<file path="src/rtl/bram_rd_stream.sv">
// bram_rd_stream: valid/ready request front end for one byte-enable
// block RAM port, with read-latency tracking and a credit-guarded
// response FIFO so read data survives consumer stalls.
//
// Ports:
//   i_clk, i_rst_n          clock, asynchronous active-low reset
//   i_req_valid/o_req_ready request handshake
//   i_req_we                byte enables (all zero = read)
//   i_req_addr, i_req_data  word address, write data
//   o_rsp_valid/i_rsp_ready response handshake
//   o_rsp_data              read data, in request order
//   o_bram_en/we/addr/di    RAM port controls
//   i_bram_do               RAM read data
module bram_rd_stream #(
    parameter int PIPELINED  = 0,
    parameter int ADDR_WIDTH = 1,
    parameter int DATA_WIDTH = 8,
    parameter int WE_WIDTH   = 1,
    parameter int DEPTH      = 4
) (
    input  logic                  i_clk,
    input  logic                  i_rst_n,
    input  logic                  i_req_valid,
    output logic                  o_req_ready,
    input  logic [WE_WIDTH-1:0]   i_req_we,
    input  logic [ADDR_WIDTH-1:0] i_req_addr,
    input  logic [DATA_WIDTH-1:0] i_req_data,
    output logic                  o_rsp_valid,
    input  logic                  i_rsp_ready,
    output logic [DATA_WIDTH-1:0] o_rsp_data,
    output logic                  o_bram_en,
    output logic [WE_WIDTH-1:0]   o_bram_we,
    output logic [ADDR_WIDTH-1:0] o_bram_addr,
    output logic [DATA_WIDTH-1:0] o_bram_di,
    input  logic [DATA_WIDTH-1:0] i_bram_do
);

    localparam int LAT   = 1 + PIPELINED;
    localparam int PTR_W = (DEPTH > 1) ? $clog2(DEPTH) : 1;
    localparam int CNT_W = $clog2(DEPTH + 1);

    localparam logic [CNT_W-1:0] C_DEPTH = CNT_W'(DEPTH);
    localparam logic [PTR_W-1:0] C_LAST  = PTR_W'(DEPTH - 1);

    logic                  r_live;
    logic [CNT_W-1:0]      r_credits;
    logic [CNT_W-1:0]      r_count;
    logic [PTR_W-1:0]      r_head;
    logic [PTR_W-1:0]      r_tail;
    logic [LAT-1:0]        r_tag;
    logic [DATA_WIDTH-1:0] r_mem [DEPTH];

    logic                  w_fire;
    logic                  w_rd;
    logic                  w_push;
    logic                  w_pop;
    logic [LAT:0]          w_tag_nxt;

    // Explicit wrap so non-power-of-2 depths work.
    function automatic logic [PTR_W-1:0] f_inc(
        input logic [PTR_W-1:0] p
    );
        return (p == C_LAST) ? '0 : p + 1'b1;
    endfunction

    // Ready comes only from registered state: never from i_rsp_ready.
    assign o_req_ready = r_live & (r_credits != '0);
    assign w_fire      = i_req_valid & o_req_ready;
    assign w_rd        = w_fire & ~(|i_req_we);

    assign o_bram_en   = w_fire;
    assign o_bram_we   = i_req_we & {WE_WIDTH{w_fire}};
    assign o_bram_addr = i_req_addr;
    assign o_bram_di   = i_req_data;

    // Tag leaves the last stage exactly when the RAM output is valid.
    assign w_tag_nxt   = {r_tag, w_rd};
    assign w_push      = r_tag[LAT-1];

    assign o_rsp_valid = (r_count != '0);
    assign o_rsp_data  = r_mem[r_head];
    assign w_pop       = o_rsp_valid & i_rsp_ready;

    always_ff @(posedge i_clk or negedge i_rst_n) begin
        if (!i_rst_n) begin
            r_live    <= 1'b0;
            r_credits <= C_DEPTH;
            r_count   <= '0;
            r_head    <= '0;
            r_tail    <= '0;
            r_tag     <= '0;
        end else begin
            r_live    <= 1'b1;
            r_tag     <= w_tag_nxt[LAT-1:0];
            // A read takes a credit, a pop returns one.
            r_credits <= r_credits - CNT_W'(w_rd) + CNT_W'(w_pop);
            r_count   <= r_count + CNT_W'(w_push) - CNT_W'(w_pop);
            if (w_push) begin
                r_tail <= f_inc(r_tail);
            end
            if (w_pop) begin
                r_head <= f_inc(r_head);
            end
        end
    end

    // Storage needs no reset: occupancy gates visibility.
    always_ff @(posedge i_clk) begin
        if (w_push) begin
            r_mem[r_tail] <= i_bram_do;
        end
    end

    // Credits make this unreachable; kept as a guard.
    a_no_overflow: assert property (
        @(posedge i_clk) disable iff (!i_rst_n)
        !(w_push && (r_count == C_DEPTH))
    );

endmodule
</file>
<file path="config.mk">
export PLATFORM = sky130hd
export DESIGN_NAME = bram_rd_stream
export DESIGN_NICKNAME = d
export VERILOG_FILES = /design/src/rtl/bram_rd_stream.sv
export SDC_FILE = /design/constraint.sdc
export NUM_CORES = 1
export LEC_CHECK = 0
export CAP_MARGIN = 20
export CELL_PAD_IN_SITES_DETAIL_PLACEMENT = 2
export CELL_PAD_IN_SITES_GLOBAL_PLACEMENT = 2
export CORE_ASPECT_RATIO = 0.75
export CORE_UTILIZATION = 38
export CTS_CLUSTER_SIZE = 16
export DETAILED_ROUTE_END_ITERATION = 8
export GPL_TIMING_DRIVEN = 1
export PLACE_DENSITY_LB_ADDON = 0.1
export SYNTH_ARGS = -nofsm -noshare
export SYNTH_HDL_FRONTEND = slang
export SYNTH_SLANG_ARGS = --single-unit
</file>
<file path="constraint.sdc">
create_clock -name i_clk -period 5.84 [get_ports i_clk]
set_clock_uncertainty 0.15 [all_clocks]
set_input_delay 1.168 -clock i_clk [delete_from_list [all_inputs] [get_ports i_clk]]
set_output_delay 1.168 -clock i_clk [all_outputs]
set_load 0.05 [all_outputs]
</file>
==> results.md <==
- The post-synthesis instance area is 1890 µm².
- The utilization after layout is between 40% and 50%.
- In the finished design, the share of the clock period the worst path needs comes to 69.5%.
- The worst register-to-register path has a setup slack of 3460 ps.
- The primary flip-flop cell chosen by synthesis mapping is sky130_fd_sc_hd__edfxtp_1.
- The global router's overall resource usage is 14.4%.
- Entering global routing, the biggest net connects 13 pins.
- Post-CTS repair changed the size of 0 cells.
- The area growth from synthesis to layout is 16.3%.
- The top-level I/O count is between 40 and 50.
- The maximum VDD drop is 0.201 mV.
- STA classifies the critical path endpoint as a primary output.
- The switching share of power is 37.3%.
- After detailed routing, the average wire length per cell comes to roughly 18 µm.
- The floorplan step defined a die boundary enclosing 5260 µm².
- The largest family of logic cells by synthesized area is multiplexers.
- Summed over all layers, the routed wires come to 3300 µm.
- The number of buffers created by CTS is 5.
- The cts-stage hold buffer count is 0.
- The worst register-to-register path ends at r_credits[2].
- The level count of the clock H-tree is 2.
- The final-report max-slew violation count is 0.
- In the final layout, the share of cells above drive strength 1 is between 10% and 20%.
- The xor/xnor cell area share of the yosys netlist is 1.85%.
- After Yosys synthesis, and, or, nand and nor cells account for 3.25% of the synthesized area.
- The startpoint type of the worst setup path is an input port.
- For this run, the number of Yosys warnings is 0.
- The worst-path maximum fanout is 3.
- The initialized floorplan defines 21 standard-cell rows.
- The arrival time at the worst endpoint is ~2700 ps.
- The path class of the tightest hold or removal check is reg2reg.
- The flow ran to the end, and the final reports show no timing, DRC or antenna violations.
- The final critical-path required period is 4060 ps.
- The mean area per synthesized cell is 17.8 µm².
- Following the worst setup path forward leads to its endpoint at o_bram_we.
- In this run the critical register-to-register path is launched from r_credits[1].
- The number of storage elements in the synthesis netlist is 44.
- Setup repair after global routing left no endpoint under its margin.
- The number of hold violations in the final report is 0.
- The final net count is 159.
- For this run, asynchronously set or reset flops after synthesis account for 27.3%.
- In the final timing run, aggregate negative setup slack is 0 ps.
- When the netlist entered floorplanning its net count stood at about 140.
- The most critical setup path has its startpoint at i_req_valid.
- In this run the tightest slew margin relative to its limit is 58.8%.
- The highest clock frequency the design can meet is 0.246 GHz.
- The share of synthesized area spent on multiplexers is 10.7%.
- The clock root buffer master is sky130_fd_sc_hd__clkbuf_8.
- The number of antenna diodes in the final layout is 0.
- The standby leakage power is 0.797 nW.
- From left edge to right edge, the die measures about 83 µm.
- In this run, the number of DRC markers left after iteration 0 of detailed routing was 18.
- The classification of the worst setup path is in2out.
- The internal portion of the total power is 655 µW.
- The part of the total power dissipated in combinational logic is 39.1%.
- The number of setup violations in the final report is 0.
- Counting every instance in the synthesized netlist gives 106.
- The analysis attributes to net switching a power of slightly below 400 µW.
- The worst reg2reg path depth is 8.
- Once the floorplan was initialized, standard cells occupied 40.9% of the core.
- The DRC violation count after routing is 0.
- The clock share of power is 16.9%.
- The clock sink total is 44.
- The detailed-placement wirelength estimate is 2420 µm.
- The worst hold path depth is 1.
- The arithmetic-cell share of the synthesized area counting full adders, half adders and majority gates is 8.08%.
- The later pin in the worst-skew pair is clocked with a latency of 280 ps.
- In this run the remaining antenna-violating nets after routing total 0.
- Buffers added to address setup during post-CTS repair amount to 0.
- The vertical die dimension is 63.1 µm.
- In this run, flip-flops and latches consume 44.0% of the power.
- At the pin with the least slew margin, the transition time is ~620 ps.
- For this design the ratio of total power to cell area is 475 nW/µm².
- The via density per instance is 4.93.
- The congestion estimate from routability-driven global placement came to roughly 0.7.
- Across the run, the number of max-cap violations was 0.
- The synthesized-area fraction occupied by ao, oa, aoi and oai cells is 2.65%.
- TritonCTS built the clock tree.
- The core outline area is 4620 µm².
- The number of buffers added on ports is 24.
- The synthesized design contains 32 enable-type register cells.
- The number of antenna violations at the first check in global routing is 0.
- For this run, the detailed router's first-pass iteration total came to 4.
- The number of distinct standard cells referenced by the synthesized netlist is 23.
- The total overflow left after global routing is 0.
- Sequential elements use about two thirds of the synthesized area.
- Summing over every cut layer, the via total after detailed routing is 908.
- The via count of the first global-routing pass is between 1k and 1.5k.
- The first global-routing pass estimated 5550 µm of wire.
- The post-CTS clock slew at the launch and capture registers of the worst setup and hold paths is 80 ps.
- The longest clock path from root to sink contains 2 buffers.
- At the worst endpoint, the required time is 4520 ps.
power groups by stage:
stage / clock network, mW / registers (mW) / logic [mW]
floorplan: 0 / 0.427 / 0.352
global placement: 0 / 0.466 / 0.394
detailed placement: 0 / 0.471 / 0.413
CTS: 0.183 / 0.464 / 0.416
global route: 0.196 / 0.472 / 0.445
finish: 0.176 / 0.460 / 0.408
Yosys cell counts, types with 2 or more instances:
cell type / n / area share (%)
sky130_fd_sc_hd__edfxtp_1: 32 / 51
sky130_fd_sc_hd__dfrtp_1: 11 / 15
sky130_fd_sc_hd__inv_1: 10 / 2.0
sky130_fd_sc_hd__buf_4: 9 / 3.6
sky130_fd_sc_hd__ha_1: 9 / 6.0
sky130_fd_sc_hd__mux4_2: 8 / 9.5
sky130_fd_sc_hd__and2_1: 5 / 1.7
sky130_fd_sc_hd__xnor2_1: 4 / 1.9
sky130_fd_sc_hd__fa_1: 2 / 2.1
sky130_fd_sc_hd__mux2_2: 2 / 1.2
sky130_fd_sc_hd__o21ai_0: 2 / 0.53
logic make-up after synthesis:
kind of cell | Yosys count
compound gates | 5
simple gates | 10
flops | 44
fa+ha+maj | 11
other cells | 1
xor+xnor | 4
mux | 10
buf+inv | 21
cell usage in the layout (no fill, tap or decap):
| cell type | synthesis | layout |
|---|---|---|
| sky130_fd_sc_hd__nor2_1 | 1 | 1 |
| sky130_fd_sc_hd__o21ai_0 | 2 | 2 |
| sky130_fd_sc_hd__dfstp_2 | 1 | 1 |
| sky130_fd_sc_hd__mux4_2 | 8 | 8 |
| sky130_fd_sc_hd__clkdlybuf4s50_1 | 0 | 24 |
| sky130_fd_sc_hd__o311a_1 | 1 | 1 |
| sky130_fd_sc_hd__nor2b_1 | 1 | 1 |
| sky130_fd_sc_hd__and2_1 | 5 | 5 |
| sky130_fd_sc_hd__o31ai_4 | 1 | 1 |
| sky130_fd_sc_hd__clkinv_1 | 0 | 1 |
| sky130_fd_sc_hd__fa_1 | 2 | 2 |
| sky130_fd_sc_hd__mux2_2 | 2 | 2 |
| sky130_fd_sc_hd__conb_1 | 1 | 1 |
| sky130_fd_sc_hd__or3b_1 | 1 | 1 |
| sky130_fd_sc_hd__clkbuf_8 | 0 | 5 |
| sky130_fd_sc_hd__or3_2 | 1 | 1 |
| sky130_fd_sc_hd__ha_1 | 9 | 9 |
| sky130_fd_sc_hd__o31a_1 | 1 | 1 |
| sky130_fd_sc_hd__nand2_1 | 1 | 1 |
| sky130_fd_sc_hd__clkbuf_1 | 0 | 2 |
| sky130_fd_sc_hd__dfrtp_1 | 11 | 11 |
| sky130_fd_sc_hd__edfxtp_1 | 32 | 32 |
| sky130_fd_sc_hd__xnor2_1 | 4 | 4 |
| sky130_fd_sc_hd__inv_1 | 10 | 10 |
per-stage QoR:
step                hold WS, ps  std cells  total power [mW]  setup slack (ps)  area [µm²]
floorplan                   353        106             0.779              2350        1890
global placement            375        176             0.860              1810        2120
detailed placement          391        176             0.884              1770        2120
CTS                         420        184              1.06              1770        2200
global route                450        184              1.11              1740        2200
finish                      420        184              1.04              1780        2200
worst max-delay path, stage by stage:
cell                              delay, ps
sky130_fd_sc_hd__clkdlybuf4s50_1        460
sky130_fd_sc_hd__o311a_1                190
sky130_fd_sc_hd__and2_1                 130
sky130_fd_sc_hd__clkdlybuf4s50_1        790
cell type report:
type,count,area (µm²)
tap,57,71.3
fill,435,2430
sequential,44,1260
clock inverter,1,3.75
clock buffer,7,76.3
inverter,10,37.5
multi-input combinational,41,505
timing repair buffer,24,240
routing by layer:
layer,track usage [%],wire (µm),vias to the layer above
met4,4.24,29,0
met5,0,0,-
met1,20.0,1600,461
li1,-,-,413
met2,22.4,1560,26
met3,3.93,120,8
flip-flops by register name, indices dropped and copies added, names as in the netlist:
name,cells
r_count,3
r_credits,3
r_head,2
r_live,1
r_mem,32
r_tag,1
r_tail,2
worst min-delay path by stage:
stage | startpoint | endpoint | slack (ps)
2_1_floorplan | r_credits[0] | r_credits[0] | 350
3_3_place_gp | r_credits[0] | r_credits[0] | 380
3_5_place_dp | r_credits[0] | r_credits[0] | 390
4_1_cts | r_credits[0] | r_credits[0] | 420
5_1_grt | r_credits[0] | r_credits[0] | 450
6_report | r_credits[0] | r_credits[0] | 420
No activity file was read; power rests on OpenSTA's default activity.
